$ cat config.mk
export PLATFORM = sky130hd
export DESIGN_NAME = accel_sequencer
export DESIGN_NICKNAME = d
export VERILOG_FILES = /design/src/rtl/accel_pkg.sv /design/src/rtl/accel_watchdog.sv /design/src/rtl/accel_sequencer.sv
export SDC_FILE = /design/constraint.sdc
export NUM_CORES = 1
export LEC_CHECK = 0
export CORE_MARGIN = 2
export CORE_UTILIZATION = 42
export CTS_BUF_LIST = sky130_fd_sc_hd__clkbuf_8
export DETAILED_ROUTE_END_ITERATION = 16
export PLACE_DENSITY = 0.88
export SLEW_MARGIN = 40
export SYNTH_ARGS = -nofsm -noshare
export SYNTH_HDL_FRONTEND = slang
export SYNTH_SLANG_ARGS = --single-unit
$ cat constraint.sdc
create_clock -name clk -period 2.71 [get_ports clk]
set_clock_uncertainty 0.15 [all_clocks]
set_input_delay 0.4065 -clock clk [delete_from_list [all_inputs] [get_ports clk]]
set_output_delay 0.4065 -clock clk [all_outputs]
set_load 0.01 [all_outputs]
$ cat src/rtl/accel_pkg.sv
// accel_pkg: shared types and constants for the accelerator sequencer.
// Holds the FSM state encoding, engine ids and the timeout result word.
package accel_pkg;

    typedef enum logic [1:0] {
        IDLE   = 2'd0,
        LAUNCH = 2'd1,
        WAIT   = 2'd2,
        WB     = 2'd3
    } state_e;

    typedef enum logic [1:0] {
        ENG_FFT = 2'd0,
        ENG_ENC = 2'd1,
        ENG_DEC = 2'd2
    } eng_e;

    localparam logic [18:0] ERR_DATA = 19'h7FFFF;

endpackage

$ cat src/rtl/accel_watchdog.sv
// accel_watchdog: WAIT-state cycle counter, used only with ACCEL_TIMEOUT_EN.
// Ports: clk, rst (sync, active-high), clr, en in; expired out.
import accel_pkg::*;

module accel_watchdog #(
    parameter int TIMEOUT_CYCLES = 1024
) (
    input  logic clk,
    input  logic rst,
    input  logic clr,
    input  logic en,
    output logic expired
);

    localparam int CW = $clog2(TIMEOUT_CYCLES + 1);

    logic [CW-1:0] cnt_q;
    logic [CW-1:0] cnt_d;

    always_comb begin
        cnt_d = cnt_q;
        if (clr) begin
            cnt_d = '0;
        end else if (en) begin
            cnt_d = cnt_q + 1'b1;
        end
    end

    // Fires during the last allowed cycle, i.e. as the count reaches the limit.
    assign expired = en && !clr && (cnt_q == CW'(TIMEOUT_CYCLES - 1));

    always_ff @(posedge clk) begin
        if (rst) begin
            cnt_q <= '0;
        end else begin
            cnt_q <= cnt_d;
        end
    end

endmodule

$ cat src/rtl/accel_sequencer.sv
// accel_sequencer: launches FFT/ENC/DEC engines, stalls the CPU, writes back the result.
// Ports: clk, rst, do_fft/do_encrypt/do_decrypt, op_a/op_b in; eng_start, eng_arg_a/b out;
// eng_done, res_fft/enc/dec in; stall, wb_en, wb_data, busy, err out.
// Optional feature: define ACCEL_TIMEOUT_EN for the WAIT-state timeout and sticky err.
import accel_pkg::*;

module accel_sequencer #(
    parameter int DATA_W         = 19,
    parameter int TIMEOUT_CYCLES = 1024
) (
    input  logic              clk,
    input  logic              rst,
    input  logic              do_fft,
    input  logic              do_encrypt,
    input  logic              do_decrypt,
    input  logic [DATA_W-1:0] op_a,
    input  logic [DATA_W-1:0] op_b,
    output logic [2:0]        eng_start,
    output logic [DATA_W-1:0] eng_arg_a,
    output logic [DATA_W-1:0] eng_arg_b,
    input  logic [2:0]        eng_done,
    input  logic [DATA_W-1:0] res_fft,
    input  logic [DATA_W-1:0] res_enc,
    input  logic [DATA_W-1:0] res_dec,
    output logic              stall,
    output logic              wb_en,
    output logic [DATA_W-1:0] wb_data,
    output logic              busy,
    output logic              err
);

    state_e            state_q, state_d;
    eng_e              eng_q, eng_d;
    eng_e              sel_eng;
    logic [DATA_W-1:0] arg_a_q, arg_a_d;
    logic [DATA_W-1:0] arg_b_q, arg_b_d;
    logic [2:0]        start_q, start_d;
    logic              wb_en_q, wb_en_d;
    logic [DATA_W-1:0] wb_data_q, wb_data_d;
    logic              any_do;
    logic              done_hit;
    logic [DATA_W-1:0] res_sel;
    logic              timeout;

    assign any_do = do_fft | do_encrypt | do_decrypt;

    always_comb begin
        sel_eng = ENG_DEC;
        priority case (1'b1)
            do_fft:     sel_eng = ENG_FFT;
            do_encrypt: sel_eng = ENG_ENC;
            default:    sel_eng = ENG_DEC;
        endcase
    end

    // Only the launched engine's done bit and result are looked at.
    always_comb begin
        done_hit = eng_done[2];
        res_sel  = res_dec;
        case (eng_q)
            ENG_FFT: begin
                done_hit = eng_done[0];
                res_sel  = res_fft;
            end
            ENG_ENC: begin
                done_hit = eng_done[1];
                res_sel  = res_enc;
            end
            default: begin
                done_hit = eng_done[2];
                res_sel  = res_dec;
            end
        endcase
    end

`ifdef ACCEL_TIMEOUT_EN
    logic err_q;

    accel_watchdog #(
        .TIMEOUT_CYCLES(TIMEOUT_CYCLES)
    ) u_wdog (
        .clk     (clk),
        .rst     (rst),
        .clr     (state_q == LAUNCH),
        .en      (state_q == WAIT),
        .expired (timeout)
    );

    // A done in the timeout cycle wins, so only flag when no done arrived.
    always_ff @(posedge clk) begin
        if (rst) begin
            err_q <= 1'b0;
        end else if (state_q == WAIT && !done_hit && timeout) begin
            err_q <= 1'b1;
        end
    end

    assign err = err_q;
`else
    assign timeout = 1'b0;
    assign err     = 1'b0;
`endif

    always_comb begin
        state_d   = state_q;
        eng_d     = eng_q;
        arg_a_d   = arg_a_q;
        arg_b_d   = arg_b_q;
        start_d   = 3'b000;
        wb_en_d   = 1'b0;
        wb_data_d = wb_data_q;
        stall     = 1'b0;
        unique case (state_q)
            IDLE: begin
                if (any_do) begin
                    stall   = 1'b1;
                    eng_d   = sel_eng;
                    arg_a_d = op_a;
                    arg_b_d = op_b;
                    start_d = 3'b001 << sel_eng;
                    state_d = LAUNCH;
                end
            end
            LAUNCH: begin
                stall   = 1'b1;
                state_d = WAIT;
            end
            WAIT: begin
                stall = 1'b1;
                if (done_hit) begin
                    wb_en_d   = 1'b1;
                    wb_data_d = res_sel;
                    state_d   = WB;
                end else if (timeout) begin
                    wb_en_d   = 1'b1;
                    wb_data_d = DATA_W'(ERR_DATA);
                    state_d   = WB;
                end
            end
            WB: begin
                state_d = IDLE;
            end
            default: begin
                state_d = IDLE;
            end
        endcase
    end

    always_ff @(posedge clk) begin
        if (rst) begin
            state_q   <= IDLE;
            eng_q     <= ENG_FFT;
            arg_a_q   <= '0;
            arg_b_q   <= '0;
            start_q   <= 3'b000;
            wb_en_q   <= 1'b0;
            wb_data_q <= '0;
        end else begin
            state_q   <= state_d;
            eng_q     <= eng_d;
            arg_a_q   <= arg_a_d;
            arg_b_q   <= arg_b_d;
            start_q   <= start_d;
            wb_en_q   <= wb_en_d;
            wb_data_q <= wb_data_d;
        end
    end

    assign eng_start = start_q;
    assign eng_arg_a = arg_a_q;
    assign eng_arg_b = arg_b_q;
    assign wb_en     = wb_en_q;
    assign wb_data   = wb_data_q;
    assign busy      = (state_q != IDLE);

endmodule

# Word level (Yosys, flattened, before mapping)

Cells that the tools add are included.

Input port bits: 103
Logic and storage cells: 38
Register bits after elaboration: 65
Output and inout bits: 64

Mux-type cells: 10
Reductions and logical operators: 9
Shift-type cells: 1
Bitwise logic cells: 5
Equal/unequal tests: 6

Operators by type and width:

| operator                                                              | number |
|---|---|
| 19-bit case mux with 2 select lines                                   | 1 |
| 2-bit two-way mux                                                     | 4 |
| 2-bit case mux with 4 select lines                                    | 1 |
| 2-bit AND reduction                                                   | 3 |
| 2-bit by 1-bit equality test with 1-bit output, second input constant | 2 |
| 2-bit equality test, second input constant                            | 2 |
| 2-bit logical NOT                                                     | 2 |
| 2-bit inequality test, second input constant                          | 2 |
| 1-bit case mux with 2 select lines                                    | 2 |
| 2-bit OR reduction                                                    | 2 |
| 1-bit NOT                                                             | 3 |
| 3-bit OR reduction                                                    | 1 |
| 1-bit by 2-bit << shifter with 3-bit output, first input constant     | 1 |
| 1-bit two-way mux                                                     | 2 |
| 1-bit OR                                                              | 2 |
| 2-bit nonzero test                                                    | 1 |

# Logic depth before layout (Yosys ltp)

Gate-level depths: netlist of the first run.

Word-level depth: 4
Depth in mapped cells: 7
Gate-level depth less buffers: 5

# Worst setup path after synthesis of the first run

No wires, ideal clock.

Kind: register to output
Start: register state_q[0]
End: output port stall
Slack: 939 ps
Arrival: 1214 ps
Cell stages (with the launch flop): 7
Path buffers: 1
Path through: dfxtp_1 > inv_1 > ha_1 > o31a_1 > buf_2 > nor2_1 > nor2_1

Cells in the longest elaborated chain, start to end: 3
Elaborated cells between the ends (all ways): 5

Ends and longest elaborated chain:

| item                                                                                         | RTL line               | text |
|---|---|---|
| start, declared                                                                              | accel_sequencer.sv:32  | `state_e state_q, state_d;` |
| start signal, assigned                                                                       | accel_sequencer.sv:159 | `state_q <= state_d;` |
| 2-bit equality test / 2-bit by 1-bit equality test with 1-bit output (equally long branches) | accel_sequencer.sv:113 | `unique case (state_q)` |
| 2-bit OR reduction (no line)                                                                 | -                      |  |
| 1-bit case mux with 2 select lines (*)                                                       | accel_sequencer.sv:113 |  |
| end, declared                                                                                | accel_sequencer.sv:25  | `output logic stall,` |

Mark *: on every way between the ends. The rest lies on a longest branch, timed or not.

# Worst setup path after layout of the first run

Same ends and word-level chain as after synthesis.

==> flow_metrics.tcl, run 1 <==
set metrics [dict create \
    nets 600 \
    first_global_vias 2655 \
    synthArstFlopShare 0 \
    crit_start "state_q[0]" \
    finalCriticalPeriod_ps 2500 \
    final_layout_size_suffix_gt1_frac 0.0926 \
    min_period_over_period 0.923 \
    avgViaCountPerCell 4.97 \
    leakagePower_nw 1.87 \
    instances_no_fill 577 \
    antenna_left 0 \
    grt_max_degree 44 \
    outcome "complete, no violations" \
    cellPowerDensity_nw_per_um2 750 \
    cp_num_buf_inv 2 \
    grt_overflow 0 \
    cts_buffer_depth 2 \
    ys_warn_count 0 \
    area_delta_synth_final_pct 65.3 \
    grt_antenna_before_repair 0 \
    finalMaxSlewViolations 0 \
    clockRootBuffer "clkbuf_8" \
    place.gp.congestion 0.750 \
    worstRegToRegCells 5 \
    path_cells "inv_1, ha_1, o31a_1, nor2_1, nor2_1, clkdlybuf4s50_1" \
    post_cts_resized 0 \
    cts_tree "done" \
    synth_edf_count 0 \
    startpoint_type "register" \
    cap_violations 0 \
    ys.flop_type "dfxtp_1" \
    insertion_delay_ps 320 \
    end_kind "primary output" \
    drc 0 \
    cp.depth 6 \
    rr_startpoint "state_q[0]" \
    row_count 30 \
    die-area_um2 7540 \
    synth_fp_nets 441 \
    critPathTopFamily "buffers and inverters" \
    core_um2 6720 \
    hold_viol_final 0 \
    io_pins 167 \
    vias 2868 \
    port_buffers 165 \
    r2r-end "state_q[1]" \
    utilization 0.709 \
    worst-path-max-fanout 5 \
    start_util 0.429 \
    required_ps 2150 \
    grt_pass1_wl_mm 12.6 \
    yosys-top-cells-area "dfxtp_1 45%, nand2_1 13%, mux2_2 7.4%, mux2i_1 7.3%, a21oi_1 6.8%" \
    ys_ff_latch 65 \
    ys_types 28 \
    rrSetupSlack_ps 720 \
    yosysSeqAreaShare 0.452 \
    cp_common_cell "nor2_1" \
    dp.cells 562 \
    post_cts_buffers 0 \
    critPathMaxStageDelay_ps 560 \
    clk_transition_reported_paths_ps 70 \
    slew_headroom 0.534 \
    peakVddDrop_mv 0.289 \
    critical_path.slowest_cell "clkdlybuf4s50_1" \
    numCtsBuffers 9 \
    path_class "reg2out" \
    antenna_cells 0 \
    detail_route.wl_per_cell_um 14.1 \
    finalSetupViolations 0 \
    dp_hpwl_mm 6.11 \
    yosysMostFrequentCell "nand2_1" \
    routed_wl_mm 8.14 \
    postCtsHoldBufs 0 \
    syn_area_um2 2880 \
    die_h_um 86.8 \
    clkSinkCount 65 \
    first_pass_iters 7 \
    tns_ps 0 \
    die_w_um 86.8 \
    tightest_slew_ps 697 \
    netlist.area_leader.share 0.452 \
    drt_iter0_drc 82 \
    syn_inst 334 \
    synth_top_area_cell "dfxtp_1" \
    h-tree-depth 3 \
    worstSetupEndpoint "stall" \
    track_usage 0.214 \
    crit_arrival_ps 1940 \
    synth_top_cells_by_count "98 x nand2_1, 65 x dfxtp_1, 39 x a21oi_1, 21 x mux2i_1" \
    grt_setup_unrepaired "false" \
    max_freq_mhz 400 \
    avgSynthCellArea_um2 8.62 \
    hp-class "reg2reg" \
]
-- logic make-up after synthesis --
family / Yosys count / synth area share
other: 1 / 0.00130
buffers and inverters: 32 / 0.0500
adders and majority gates: 4 / 0.0174
muxes: 40 / 0.147
and+or+nand+nor: 128 / 0.192
DFF: 65 / 0.452
AOI/OAI and AO/OA: 64 / 0.140
-- metal layers --
layer	global-route usage	vias up	wire, um
met1	0.252	1313	3320
li1	-	1436	-
met2	0.372	113	4170
met4	0.0838	0	78
met5	0	-	0
met3	0.0543	6	582
-- through the flow --
stage	worst slack (ps)	power (mW)	area (um^2)	hold slack [ps]
2_1_floorplan	939	2.13	2880	321
3_3_place_gp	274	2.82	4580	291
3_5_place_dp	321	2.86	4580	296
4_1_cts	181	3.61	4760	305
5_1_grt	49.4	3.81	4760	320
6_report	209	3.57	4760	304
-- tightest hold or removal path, stage by stage, from the launching register on --
cell	delay [ps]
dfxtp_1	310
nand2_1	50
a21oi_1	50
-- report_power, final --
group	switching, mW	internal [mW]	total [mW]
sequential	0.104	1.16	1.27
combinational	0.770	0.800	1.57
clock	0.340	0.397	0.738
-- worst min path at each step --
| stage | from | to | slack [ps] | cells after the start |
|---|---|---|---|---|
| 6_report | eng_arg_a[11] | eng_arg_a[11] | 300 | 2 |
| 5_1_grt | eng_arg_b[15] | eng_arg_b[15] | 320 | 2 |
| 4_1_cts | eng_arg_a[11] | eng_arg_a[11] | 310 | 2 |
| 3_5_place_dp | eng_arg_a[11] | eng_arg_a[11] | 300 | 2 |
| 3_3_place_gp | eng_arg_a[2] | eng_arg_a[2] | 290 | 2 |
| 2_1_floorplan | state_q[1] | state_q[1] | 320 | 2 |
-- final cells by class --
| cell class | instances | area, um^2 |
|---|---|---|
| tap | 80 | 100 |
| sequential | 65 | 1300 |
| clock buffer | 12 | 165 |
| multi-input combinational | 237 | 1440 |
| timing repair buffer | 174 | 1720 |
| inverter | 6 | 22.5 |
| fill | 529 | 1960 |
| clock inverter | 3 | 16.3 |
-- sequential cells by signal (all words and copies together) (netlist names) --
name and count:
eng_arg_b 19, wb_data 19, state_q 2, eng_q 2, wb_en 1, eng_arg_a 19, eng_start 3
-- placed cells by master, fill, tap and decap left out, types with 2 or more instances in the layout --
cell and instances:
mux2i_1 21, nand2_1 98, buf_4 9, nor2_1 3
clkdlybuf4s50_1 165, nor4b_1 2, clkbuf_8 12, ha_1 4
nand2b_1 19, o211ai_1 19, inv_1 6, a21oi_1 39
dfxtp_1 65, mux2_2 19
Power figures use the tool's default switching activity.
==> inputs of run 2 (changes only) <==
Settings changed: CAP_MARGIN set to 20.
==> results of run 2 <==
Final layout, timing and power as in run 1 (identical DEF).
==> inputs of run 3 (changes only) <==
Settings changed: TNS_END_PERCENT set to 20.
==> results of run 3 <==
Final layout, timing and power as in run 1 (identical DEF).
